## config.mk

```make
export PLATFORM = sky130hd
export DESIGN_NAME = float_to_int_pipe
export DESIGN_NICKNAME = d
export VERILOG_FILES = /design/src/rtl/float_to_int_pipe_pkg.sv /design/src/rtl/float_to_int_pipe_shift.sv /design/src/rtl/float_to_int_pipe.sv
export SDC_FILE = /design/constraint.sdc
export NUM_CORES = 1
export LEC_CHECK = 0
export CAP_MARGIN = 30
export CORE_MARGIN = 5
export CORE_UTILIZATION = 50
export CTS_BUF_LIST = sky130_fd_sc_hd__clkbuf_4 sky130_fd_sc_hd__clkbuf_8
export CTS_CLUSTER_DIAMETER = 120
export DETAILED_ROUTE_END_ITERATION = 8
export GPL_TIMING_DRIVEN = 0
export PLACE_DENSITY = 0.79
export SLEW_MARGIN = 20
export SYNTH_ARGS = -nofsm -noshare
export SYNTH_HDL_FRONTEND = slang
export SYNTH_SLANG_ARGS = --single-unit
```

## constraint.sdc

```tcl
create_clock -name clk -period 5.22 [get_ports clk]
set_clock_uncertainty 0.2 [all_clocks]
set_input_delay 1.044 -clock clk [delete_from_list [all_inputs] [get_ports clk]]
set_output_delay 1.044 -clock clk [all_outputs]
set_load 0.005 [all_outputs]
```

## src/rtl/float_to_int_pipe_pkg.sv

```systemverilog
// float_to_int_pipe_pkg: class codes and bias/saturation constant helpers for the float-to-int pipeline
package float_to_int_pipe_pkg;
  typedef enum logic [1:0] {ZERO, NORM, INF, NAN} cls_e;
  localparam int MAX_W = 64;
  localparam logic [MAX_W:0] ONE = (MAX_W + 1)'(1);
  function automatic int bias_of(input int exp_w);
    return (1 << (exp_w - 1)) - 1;
  endfunction
  function automatic logic [MAX_W:0] max_of(input int out_w, input bit sgn);
    return (ONE << (sgn ? out_w - 1 : out_w)) - ONE;
  endfunction
  function automatic logic [MAX_W:0] min_of(input int out_w, input bit sgn);
    return sgn ? ONE << (out_w - 1) : '0;
  endfunction
endpackage

```

## src/rtl/float_to_int_pipe_shift.sv

```systemverilog
// fti_shift_sticky: right shifter returning the shifted value plus guard and sticky bits
module fti_shift_sticky #(
  parameter int W = 33,
  parameter int SW = 6
) (
  input  logic [W-1:0]  val,
  input  logic [SW-1:0] sh,
  output logic [W-1:0]  res,
  output logic          guard,
  output logic          sticky
);
  logic [2*W:0] t;
  assign t = {val, {(W + 1){1'b0}}} >> sh;
  assign res = t[2*W:W+1];
  assign guard = t[W];
  assign sticky = |t[W-1:0];
endmodule

```

## src/rtl/float_to_int_pipe.sv

```systemverilog
// float_to_int_pipe: three-stage float to integer converter with rounding, saturation and stall handshake
module float_to_int_pipe
  import float_to_int_pipe_pkg::*;
#(
  parameter int EXP_W = 8,
  parameter int MAN_W = 23,
  parameter int OUT_W = 32,
  parameter int SIGNED = 0
) (
  input  logic                   clk,
  input  logic                   rst_n,
  input  logic [EXP_W+MAN_W:0]   a,
  input  logic                   rnd,
  input  logic                   in_valid,
  output logic                   in_ready,
  output logic [OUT_W-1:0]       z,
  output logic                   out_valid,
  input  logic                   out_ready,
  output logic                   ovf,
  output logic                   inv,
  output logic                   inx
);
  localparam int MW = MAN_W + 1;
  localparam int VW = OUT_W + 1;
  localparam int SHW = $clog2(OUT_W + 3);
  localparam int BIAS = bias_of(EXP_W);
  localparam logic [OUT_W-1:0] ZMAX = OUT_W'(max_of(OUT_W, SIGNED != 0));
  localparam logic [OUT_W-1:0] ZMIN = OUT_W'(min_of(OUT_W, SIGNED != 0));
  typedef struct packed {
    logic v;
    cls_e cls;
    logic sgn;
    logic rnd;
    logic sub;
    logic signed [31:0] e;
    logic [MW-1:0] m;
  } s1_t;
  typedef struct packed {
    logic v;
    cls_e cls;
    logic sgn;
    logic rnd;
    logic sub;
    logic big;
    logic [VW-1:0] mag;
    logic g;
    logic st;
  } s2_t;
  typedef struct packed {
    logic v;
    logic [OUT_W-1:0] z;
    logic ovf;
    logic inv;
    logic inx;
  } s3_t;
  s1_t s1_d, s1_q;
  s2_t s2_d, s2_q;
  s3_t s3_d, s3_q;
  logic en, big, up, frac, sh_g, sh_st;
  logic [EXP_W-1:0] ex;
  logic [MAN_W-1:0] mn;
  logic [MW+VW-1:0] cat;
  logic [VW-1:0] sh_res;
  logic [SHW-1:0] sh;
  logic [VW:0] rm;
  int e_s;
  assign en = !s3_q.v || out_ready;
  assign in_ready = en || !rst_n;
  assign ex = a[MAN_W +: EXP_W];
  assign mn = a[MAN_W-1:0];
  // mantissa MSB sits at weight 2^OUT_W; bits that do not fit go straight to sticky
  assign cat = {s1_q.m, {VW{1'b0}}};
  assign e_s = s1_q.e;
  assign big = e_s > OUT_W;
  assign sh = e_s < -1 ? SHW'(OUT_W + 2) : big ? '0 : SHW'(OUT_W - e_s);
  fti_shift_sticky #(.W(VW), .SW(SHW)) u_shift (
    .val(cat[MW+VW-1 -: VW]),
    .sh(sh),
    .res(sh_res),
    .guard(sh_g),
    .sticky(sh_st)
  );
  assign up = s2_q.rnd && s2_q.g && (s2_q.st || s2_q.mag[0]);
  assign rm = {1'b0, s2_q.mag} + {{VW{1'b0}}, up};
  assign frac = s2_q.g || s2_q.st;
  always_comb begin
    s1_d = s1_q;
    s2_d = s2_q;
    s3_d = s3_q;
    if (en) begin
      s1_d.v = in_valid;
      s1_d.sgn = a[EXP_W+MAN_W];
      s1_d.rnd = rnd;
      s1_d.cls = &ex ? (|mn ? NAN : INF) : (|ex ? NORM : ZERO);
      s1_d.sub = ~|ex && |mn;
      s1_d.e = int'(ex) - BIAS;
      s1_d.m = {1'b1, mn};
      s2_d.v = s1_q.v;
      s2_d.cls = s1_q.cls;
      s2_d.sgn = s1_q.sgn;
      s2_d.rnd = s1_q.rnd;
      s2_d.sub = s1_q.sub;
      s2_d.big = big;
      s2_d.mag = sh_res;
      s2_d.g = sh_g;
      s2_d.st = sh_st || |cat[MW-1:0];
      s3_d.v = s2_q.v;
      s3_d.z = '0;
      s3_d.ovf = 1'b0;
      s3_d.inv = 1'b0;
      s3_d.inx = 1'b0;
      if (s2_q.cls == NAN) begin
        s3_d.z = ZMAX;
        s3_d.inv = 1'b1;
      end else if (s2_q.cls == INF) begin
        s3_d.z = s2_q.sgn ? ZMIN : ZMAX;
        s3_d.ovf = 1'b1;
      end else if (s2_q.cls == ZERO) begin
        s3_d.inx = s2_q.sub;
      end else if (s2_q.sgn && SIGNED == 0) begin
        s3_d.ovf = s2_q.big || rm != '0;
        s3_d.inx = !(s2_q.big || rm != '0) && frac;
      end else if (s2_q.sgn) begin
        s3_d.ovf = s2_q.big || rm > {2'b0, ZMIN};
        s3_d.z = s3_d.ovf ? ZMIN : OUT_W'(-rm);
        s3_d.inx = !s3_d.ovf && frac;
      end else begin
        s3_d.ovf = s2_q.big || rm > {2'b0, ZMAX};
        s3_d.z = s3_d.ovf ? ZMAX : rm[OUT_W-1:0];
        s3_d.inx = !s3_d.ovf && frac;
      end
    end
  end
  always_ff @(posedge clk) begin
    if (!rst_n) begin
      s1_q <= '0;
      s2_q <= '0;
      s3_q <= '0;
    end else begin
      s1_q <= s1_d;
      s2_q <= s2_d;
      s3_q <= s3_d;
    end
  end
  assign out_valid = s3_q.v;
  assign z = s3_q.z;
  assign ovf = s3_q.ovf;
  assign inv = s3_q.inv;
  assign inx = s3_q.inx;
endmodule

```

==> results of run 1 <==
[logic make-up (layout without fill, tap and decap cells)]
group                      after synthesis  after routing  synth area share (%)
AOI/OAI and AO/OA                      369            369                  30.6
xor gates and xnor gates                38             38                  4.18
adders and majority gates                6              6                 0.943
buffers and inverters                  101            206                  5.11
DFF                                    117            117                  29.4
muxes                                   45             45                  6.29
and+or+nand+nor                        387            387                  23.5
[power groups by stage]
stage               Clock, W  Sequential (W)  Combinational [W]
finish              0.000852         0.00102           0.000864
global placement           0         0.00104           0.000826
CTS                 0.000856         0.00102           0.000829
floorplan                  0         0.00102           0.000564
detailed placement         0         0.00104           0.000825
global route        0.000902         0.00103           0.000921
[final cells by class]
cell class | count | area [um^2] | share of cell area (%)
sequential | 117 | 2340 | 25.0
timing repair buffer | 73 | 731 | 7.79
clock buffer | 18 | 248 | 2.64
inverter | 16 | 60.1 | 0.640
clock inverter | 14 | 151 | 1.61
tap | 216 | 270 | 2.88
buffer | 85 | 353 | 3.76
multi-input combinational | 845 | 5220 | 55.7
[sequential cells by signal, summed over array words and instances (netlist names)]
signal     cells
s2_q          42
z             32
e_s            9
ovf            1
inx            1
inv            1
s1_q           6
out_valid      1
cat           24
[worst min path at each step]
stage,startpoint,to,slack (ns),cells after the start
global route,s1_q[56],s1_q[56],0.29,2
finish,inx,inx,0.27,2
floorplan,s2_q[36],s2_q[36],0.24,2
CTS,inx,inx,0.27,2
detailed placement,inx,inx,0.25,2
global placement,s2_q[41],out_valid,0.25,1
[worst reg2reg max path: stages (launching register included)]
cell       delay, ns
dfxtp_1         0.37
clkbuf_2        0.22
inv_1           0.22
ha_1            0.30
nor4b_2         0.39
o21ai_1         0.21
a21oi_1         0.62
clkbuf_1        0.52
a211oi_1        0.13
a31oi_1         0.42
a21oi_1         0.13
a22oi_1         0.27
o211ai_1        0.15
nor4_1          0.30
nand4_1         0.16
o2bb2ai_1       0.16
[routing by layer]
metal	vias up	share of wire (%)
li1	4105	-
met1	4076	42
met2	474	44
met3	78	10
met4	0	3.1
met5	-	0
[timing repair]
action / 4_1_cts / 5_1_grt
gates resized for setup: 0 / 16
hold buffers: 0 / 0
endpoints found under the setup margin: 0 / 1
[cell usage in the layout (no fill, tap or decap), types with 15 or more instances in the layout]
cell type / n
nand2_1: 181
dfxtp_1: 117
o21ai_0: 108
clkdlybuf4s50_1: 73
a21oi_1: 72
clkbuf_1: 58
nor2_1: 44
a21boi_0: 38
nand3_1: 34
nor3_1: 29
mux2i_1: 29
xnor2_1: 24
clkbuf_8: 18
and3_1: 16
inv_1: 15
[through the flow]
stage,setup slack [ns],hold slack (ns),instance area [um^2],utilization (%),instances
floorplan,1.07,0.236,7960,-,1063
global placement,0.0742,0.249,8960,56.8,1352
detailed placement,0.109,0.247,8960,56.8,1352
CTS,0.0983,0.266,9360,59.3,1384
global route,0.0236,0.289,9380,59.5,1384
finish,0.337,0.267,9380,59.5,1384
==> flow_summary.ini, run 1 <==
[run_status]
status = finished, final reports clean

[worst_setup_path]
crit_path_frequent_cell = a21oi_1
rr_worst_depth = 15
crit_slowest_cell = a21oi_1
cp_max_fo = 10
rrSetupSlack_ns = 0.34
path_cells = clkbuf_2, inv_1, ha_1, nor4b_2, o21ai_1, a21oi_1, clkbuf_1, a211oi_1, a31oi_1, a21oi_1, a22oi_1, o211ai_1, nor4_1, nand4_1, o2bb2ai_1
critPathCaptureType = flip-flop
rr_endpoint = s2_q[0]
r2r-start = e_s[0]
cp-startpoint = e_s[0]
crit_path_start_kind = flip-flop
crit_end = s2_q[0]
critPathMaxStageDelay_ns = 0.62
worstSetupPathType = reg2reg
crit_family = compound AO/OA/AOI/OAI gates
arrival_ns = 5.02
worst-path-buf-inv = 3
path_depth = 15
required_ns = 5.36

[power]
switching_share_pct = 36.8
p_int_w = 0.00173
leakage_nw = 3.53
p_switching_w = 0.00101
clock_power_share_pct = 31.1
power_density_nw_per_um2 = 292
comb_power_share_pct = 31.6
power.total_w = 0.00274
seq_power_share_pct = 37.3
peakVddDrop_uv = 229

[clock_network]
cts_buffers = 17
htreeDepth = 4
clk-insertion-delay-late_ns = 0.46
ctsLongestPathBuffers = 2
cts_tree = done
cts_root_buffer = clkbuf_8
clock_sink_count = 117
clk_pin_slew_ns = 0.08
postCtsSetupRepairBufs = 0

[yosys]
ys_warn_count = 0
syn_area_per_cell_um2 = 7.49
synth-edff-count = 0
synth.most_common_cell = nand2_1
synth_area_leaders = dfxtp_1 29%, nand2_1 8.5%, o21ai_0 6.9%
async_reset_ff_share_pct = 0
syn_nets = 1106
syn_area_um2 = 7960
synth_ff_type = dfxtp_1
ys_seq_elements = 117
ys_seq_area_share_pct = 29.4
ys_types = 86
syn_inst = 1063
yosysTopAreaCellShare_pct = 29.4
yosysTopAreaCell = dfxtp_1
synth_commonest_cells = 181 x nand2_1, 117 x dfxtp_1, 109 x o21ai_0

[global_routing]
grt_pass1_wl_mm = 42.9
met2_usage_pct = 46.0
track_usage_pct = 29.5
antenna_found_initial = 0
first_global_vias = 7982
overflow = 0
grt.met3_usage_pct = 7.11
grt_use_met1_pct = 39.9
grt_max_degree = 17
top_usage_layer = met2

[floorplan]
core-area_um2 = 15800
chipHeight_um = 136
num_rows = 46
initial_utilization_pct = 50.5
die_area_um2 = 18500
die_x_um = 136
io_pins = 74

[hold_path]
min-delay-path-class = reg2reg

[timing]
max_freq_mhz = 205
rsz0062_at_grt = false
setup_tns_ns = 0
drv_slew = 0
hold_viol_final = 0
relSlewSlack_pct = 40.8
tightest_slew_ns = 0.885
layout_min_cycle_time_ns = 4.88
setup_viol = 0
fin_crit_sh_pct = 93.5

[drt]
vias = 8733
first_iter_violations = 1173
drt-pass1-iter-count = 8
viasPerCell = 6.31
wirelength_mm = 27.6
ant_nets = 0
drc = 0
avgRoutedWirePerCell_um = 20.0

[finish]
nets = 1198
drive_above_1_share_pct = 7.36
areaGrowthSynthToFinish_pct = 17.8
fill_cells = 1545
antenna_cells = 0

[run]
drv_cap = 0

[placed_design]
gp_congestion = 1.03
io_buffer_count = 73
hpwl_mm = 21.3
Power figures use the tool's default switching activity.
==> run 2, diff against run 1 <==
--- a/config.mk
+++ b/config.mk
@@ -6,13 +6,15 @@
 export NUM_CORES = 1
 export LEC_CHECK = 0
 export CAP_MARGIN = 30
+export CELL_PAD_IN_SITES_DETAIL_PLACEMENT = 1
+export CELL_PAD_IN_SITES_GLOBAL_PLACEMENT = 1
 export CORE_MARGIN = 5
-export CORE_UTILIZATION = 50
+export CORE_UTILIZATION = 44
 export CTS_BUF_LIST = sky130_fd_sc_hd__clkbuf_4 sky130_fd_sc_hd__clkbuf_8
 export CTS_CLUSTER_DIAMETER = 120
 export DETAILED_ROUTE_END_ITERATION = 8
 export GPL_TIMING_DRIVEN = 0
-export PLACE_DENSITY = 0.79
+export PLACE_DENSITY = 0.91
 export SLEW_MARGIN = 20
 export SYNTH_ARGS = -nofsm -noshare
 export SYNTH_HDL_FRONTEND = slang
==> flow_summary.ini, run 2 (synthesis results as in run 1) <==
[timing]
fin_crit_sh_pct = 96.8
hold_viol_final = 0
setup_tns_ns = 0
fin_ws_ns = 0.165
relSlewSlack_pct = 42.8
setup_viol = 0
tightest_slew_ns = 0.851
layout_min_cycle_time_ns = 5.06
drv_slew = 0
max_freq_mhz = 198
rsz0062_at_grt = false

[worst_setup_path]
rrSetupSlack_ns = 0.16
crit_path_start_kind = flip-flop
required_ns = 5.35
critPathCaptureType = flip-flop
rr_endpoint = s2_q[0]
arrival_ns = 5.18
r2r-start = e_s[0]
rr_worst_depth = 16
cp-startpoint = e_s[0]
worstSetupPathType = reg2reg
cp_max_fo = 10

[floorplan]
core-area_um2 = 17900
chipHeight_um = 144
num_rows = 49
die_area_um2 = 20900
io_pins = 74
initial_utilization_pct = 44.5
die_x_um = 144

[placed_design]
hpwl_mm = 24.7
gp_congestion = 0.974
dpl_worst_slack_ns = -0.0493
io_buffer_count = 73

[clock_network]
postCtsSetupRepairBufs = 0
clk-insertion-delay-late_ns = 0.45
cts_tree = done
clk_pin_slew_ns = 0.09
htreeDepth = 4
cts_root_buffer = clkbuf_8
cts_buffers = 17
clock_sink_count = 117
ctsLongestPathBuffers = 2

[finish]
top_register = s2_q
fill_cells = 2288
drive_above_1_share_pct = 7.28
largest_register_ffs = 42
final_cell_mix = 181 x nand2_1, 117 x dfxtp_1, 108 x o21ai_0
seq_area_um2 = 2340
multi_input_area_um2 = 5220
antenna_cells = 0
areaGrowthSynthToFinish_pct = 18.3
post-route-util_pct = 52.6
nets = 1198
final_common_cell = nand2_1

[hold_path]
min-delay-path-class = reg2reg
hold-path-cell-count = 2
holdPathEnd = s2_q[40]
hp-start = s1_q[60]

[global_routing]
met2_usage_pct = 51.6
first_global_vias = 9270
overflow = 0
grt.met3_usage_pct = 6.85
antenna_found_initial = 0
track_usage_pct = 31.3
top_usage_layer = met2
grt_pass1_wl_mm = 51.0
grt_max_degree = 17
grt_use_met1_pct = 39.5

[drt]
viasPerCell = 6.42
ant_nets = 0
avgRoutedWirePerCell_um = 23.4
vias = 8972
first_iter_violations = 917
drc = 0
drt-pass1-iter-count = 5
wirelength_mm = 32.7

[run_status]
status = finished, final reports clean

[power]
leakage_nw = 3.54
peakVddDrop_uv = 204
power_density_nw_per_um2 = 301

[run]
drv_cap = 0
-- run 2: cell count changes in the layout (fill, tap and decap cells not counted), sizes merged --
cell,previous run,this run
clkbuf,81,83
inv,19,24
clkinv,7,1
buf,22,21
-- run 2: layout make-up --
class / count / share of cell area [%]
Buffer: 85 / 3.73
Clock buffer: 19 / 2.78
Clock inverter: 13 / 1.69
Inverter: 16 / 0.638
Multi-Input combinational cell: 845 / 55.5
Sequential cell: 117 / 24.9
Tap cell: 229 / 3.04
Timing Repair Buffer: 73 / 7.76
-- run 2: worst max-delay path, stage by stage, from the launching register on --
cell,delay (ns)
dfxtp_1,0.37
clkbuf_2,0.23
inv_1,0.21
ha_1,0.29
or4b_4,0.55
a21boi_4,0.30
nor2_2,0.14
buf_2,0.25
buf_1,0.33
o2bb2ai_1,0.22
o311ai_0,0.58
o211ai_1,0.26
o22ai_1,0.25
a21bo_2,0.16
a32oi_1,0.05
a2111oi_1,0.42
o2bb2ai_1,0.12
-- run 2: metal layers --
metal,share of wire [%],vias up
li1,-,4090
met1,41,4361
met2,47,425
met3,7.8,96
met4,3.9,0
met5,0,-
-- run 2: worst max path at each step --
| stage | to | slack [ns] | cells after the start |
|---|---|---|---|
| 3_3_place_gp | s2_q[0] | 0.04 | 16 |
| 3_5_place_dp | s2_q[0] | -0.05 | 16 |
| 6_report | s2_q[0] | 0.16 | 16 |
| 5_1_grt | s2_q[0] | 0.004 | 16 |
| 4_1_cts | s2_q[0] | 0.14 | 14 |
| 2_1_floorplan | s2_q[0] | 1.07 | 15 |
-- run 2: timing repair --
item | in CTS | in global routing
cloned | 0 | 0
pin swaps | 0 | 0
resized for setup | 3 | 8
hold buffers | 0 | 0
endpoints found under the setup margin | 1 | 1
-- run 2: through the flow --
step | instances | power [W] | hold slack (ns) | instance area (um^2)
finish | 1397 | 0.00283 | 0.262 | 9410
global route | 1397 | 0.00295 | 0.300 | 9410
CTS | 1397 | 0.00280 | 0.258 | 9410
detailed placement | 1365 | 0.00189 | 0.257 | 8970
global placement | 1365 | 0.00187 | 0.248 | 8970
floorplan | 1063 | 0.00158 | 0.236 | 7960
-- run 2: report_power, final --
group          internal (W)  total [W]  switching (W)
logic              0.000336   0.000895       0.000558
registers          0.000952    0.00103      0.0000739
clock network      0.000466   0.000911       0.000445
==> run 3, diff against run 2 <==
--- a/config.mk
+++ b/config.mk
@@ -5,16 +5,18 @@
 export SDC_FILE = /design/constraint.sdc
 export NUM_CORES = 1
 export LEC_CHECK = 0
+export ABC_AREA = 1
 export CAP_MARGIN = 30
 export CELL_PAD_IN_SITES_DETAIL_PLACEMENT = 1
 export CELL_PAD_IN_SITES_GLOBAL_PLACEMENT = 1
 export CORE_MARGIN = 5
-export CORE_UTILIZATION = 44
+export CORE_UTILIZATION = 42
 export CTS_BUF_LIST = sky130_fd_sc_hd__clkbuf_4 sky130_fd_sc_hd__clkbuf_8
 export CTS_CLUSTER_DIAMETER = 120
 export DETAILED_ROUTE_END_ITERATION = 8
 export GPL_TIMING_DRIVEN = 0
 export PLACE_DENSITY = 0.91
+export SETUP_SLACK_MARGIN = 0.3
 export SLEW_MARGIN = 20
 export SYNTH_ARGS = -nofsm -noshare
 export SYNTH_HDL_FRONTEND = slang
==> flow_summary.ini, run 3 <==
[run_status]
status = finished, final reports clean

[timing]
relSlewSlack_pct = 30.2
max_freq_mhz = 225
hold_viol_final = 0
setup_tns_ns = 0
tightest_slew_ns = 1.04
setup_viol = 0
rsz0062_at_grt = false
layout_min_cycle_time_ns = 4.45
drv_slew = 0
fin_crit_sh_pct = 85.3
fin_ws_ns = 0.766

[clock_network]
cts_tree = done
htreeDepth = 4
clk-insertion-delay-late_ns = 0.46
postCtsSetupRepairBufs = 0
hold_buffers = 0
cts_buffers = 17
clk_pin_slew_ns = 0.08
ctsResizeCount = 0
cts_root_buffer = clkbuf_8
clock_sink_count = 117
ctsLongestPathBuffers = 2

[finish]
nets = 1340
seq_area_um2 = 2340
final_common_cell = nand2_1
areaGrowthSynthToFinish_pct = 18.8
drive_above_1_share_pct = 6.18
final_cell_mix = 383 x nand2_1, 197 x nand3_1, 117 x dfxtp_1
top_register = s2_q
multi_input_area_um2 = 4450
largest_register_ffs = 42
antenna_cells = 0
fill_cells = 2414

[yosys]
syn_inst = 1206
synth.most_common_cell = nand2_1
yosysTopAreaCell = dfxtp_1
synth_ff_type = dfxtp_1
ys_types = 41
ys_seq_area_share_pct = 31.4
syn_nets = 1249
synth_commonest_cells = 383 x nand2_1, 197 x nand3_1, 117 x dfxtp_1
ys_seq_elements = 117
async_reset_ff_share_pct = 0
ys_warn_count = 0
synth-edff-count = 0
yosysTopAreaCellShare_pct = 31.4
synth_area_leaders = dfxtp_1 31%, nand2_1 19%, nand3_1 13%
syn_area_per_cell_um2 = 6.19
syn_area_um2 = 7470

[placed_design]
gp_congestion = 0.931
io_buffer_count = 72
hpwl_mm = 23.3
dpl_worst_slack_ns = 0.811

[drt]
viasPerCell = 5.67
vias = 8709
drc = 0
avgRoutedWirePerCell_um = 19.1
first_iter_violations = 665
drt-pass1-iter-count = 5
wirelength_mm = 29.3
ant_nets = 0

[global_routing]
overflow = 0
grt_max_degree = 17
first_global_vias = 8946
track_usage_pct = 28.6
grt_pass1_wl_mm = 46.2
antenna_found_initial = 0

[floorplan]
die_x_um = 143
die_area_um2 = 20500
io_pins = 74
chipHeight_um = 143
core-area_um2 = 17400
num_rows = 48
initial_utilization_pct = 43.0

[hold_path]
hold-path-cell-count = 2
min-delay-path-class = reg2reg

[worst_setup_path]
critPathCaptureType = output port
worstSetupPathType = in2out
rr_worst_depth = 15
crit_path_start_kind = input pin
cp_max_fo = 10
arrival_ns = 3.21
required_ns = 3.98

[power]
peakVddDrop_uv = 171
power_density_nw_per_um2 = 322
leakage_nw = 3.88

[run]
drv_cap = 0
run 3: cell count changes after synthesis, moves of 17 or more:
cell      previous run  this run
nand2_1            181       383
nand3_1             34       197
inv_1               15        93
a21boi_0            38         0
o21ai_0            109        75
a21oi_1             73        41
clkbuf_1            64        34
o22ai_1              9        39
mux2i_1             29         0
xnor2_1             24         6
nor2_1              44        61
run 3: logic make-up (layout without fill, tap and decap cells):
kind of cell / count (synthesis) / after routing / synth area share, %
flops: 117 / 117 / 31.4
simple gates: 716 / 716 / 42.1
compound gates: 168 / 168 / 12.4
fa+ha+maj: 6 / 6 / 1.01
buf+inv: 164 / 268 / 9.02
xor+xnor: 35 / 35 / 4.11
run 3: path summary, 6_finish.rpt:
check / startpoint / slack (ns) / to
setup / recovery: out_ready / 0.77 / in_ready
hold / removal: ovf / 0.26 / ovf
hold reg to reg: ovf / 0.26 / ovf
setup reg to reg: s2_q[1] / 1.20 / z[0]
run 3: critical path, cell delays in order:
cell	delay [ns]
clkdlybuf4s50_1	0.40
nor2_1	0.29
inv_1	0.14
nor2_1	0.20
clkinv_1	0.24
clkbuf_1	0.35
clkdlybuf4s50_1	0.54
run 3: per-stage QoR:
step | instances | power, W | utilization [%] | area (um^2) | hold slack, ns
4_1_cts | 1535 | 0.00284 | 51.1 | 8870 | 0.265
5_1_grt | 1535 | 0.00301 | 51.1 | 8870 | 0.288
3_3_place_gp | 1503 | 0.00196 | 48.8 | 8470 | 0.239
3_5_place_dp | 1503 | 0.00198 | 48.8 | 8470 | 0.248
2_1_floorplan | 1206 | 0.00165 | - | 7470 | 0.223
6_report | 1535 | 0.00285 | 51.1 | 8870 | 0.263
run 3: cell type report:
| type | count | area share, % |
|---|---|---|
| tap | 225 | 3.17 |
| buffer | 63 | 3.31 |
| sequential | 117 | 26.4 |
| multi-input combinational | 925 | 50.2 |
| clock buffer | 17 | 2.64 |
| clock inverter | 15 | 1.89 |
| timing repair buffer | 72 | 8.13 |
| inverter | 101 | 4.27 |
run 3: per-layer routing:
metal  vias to the layer above  track usage, %  share of wire [%]
met5                         -               0                  0
li1                       4212               -                  -
met4                         0            14.9                5.5
met1                      4129            33.1                 42
met2                       266            50.5                 48
met3                       102            5.19                4.6
run 3: power by group:
group	internal [W]	switching, W
logic	0.000311	0.000654
clock network	0.000435	0.000430
registers	0.000963	0.0000613
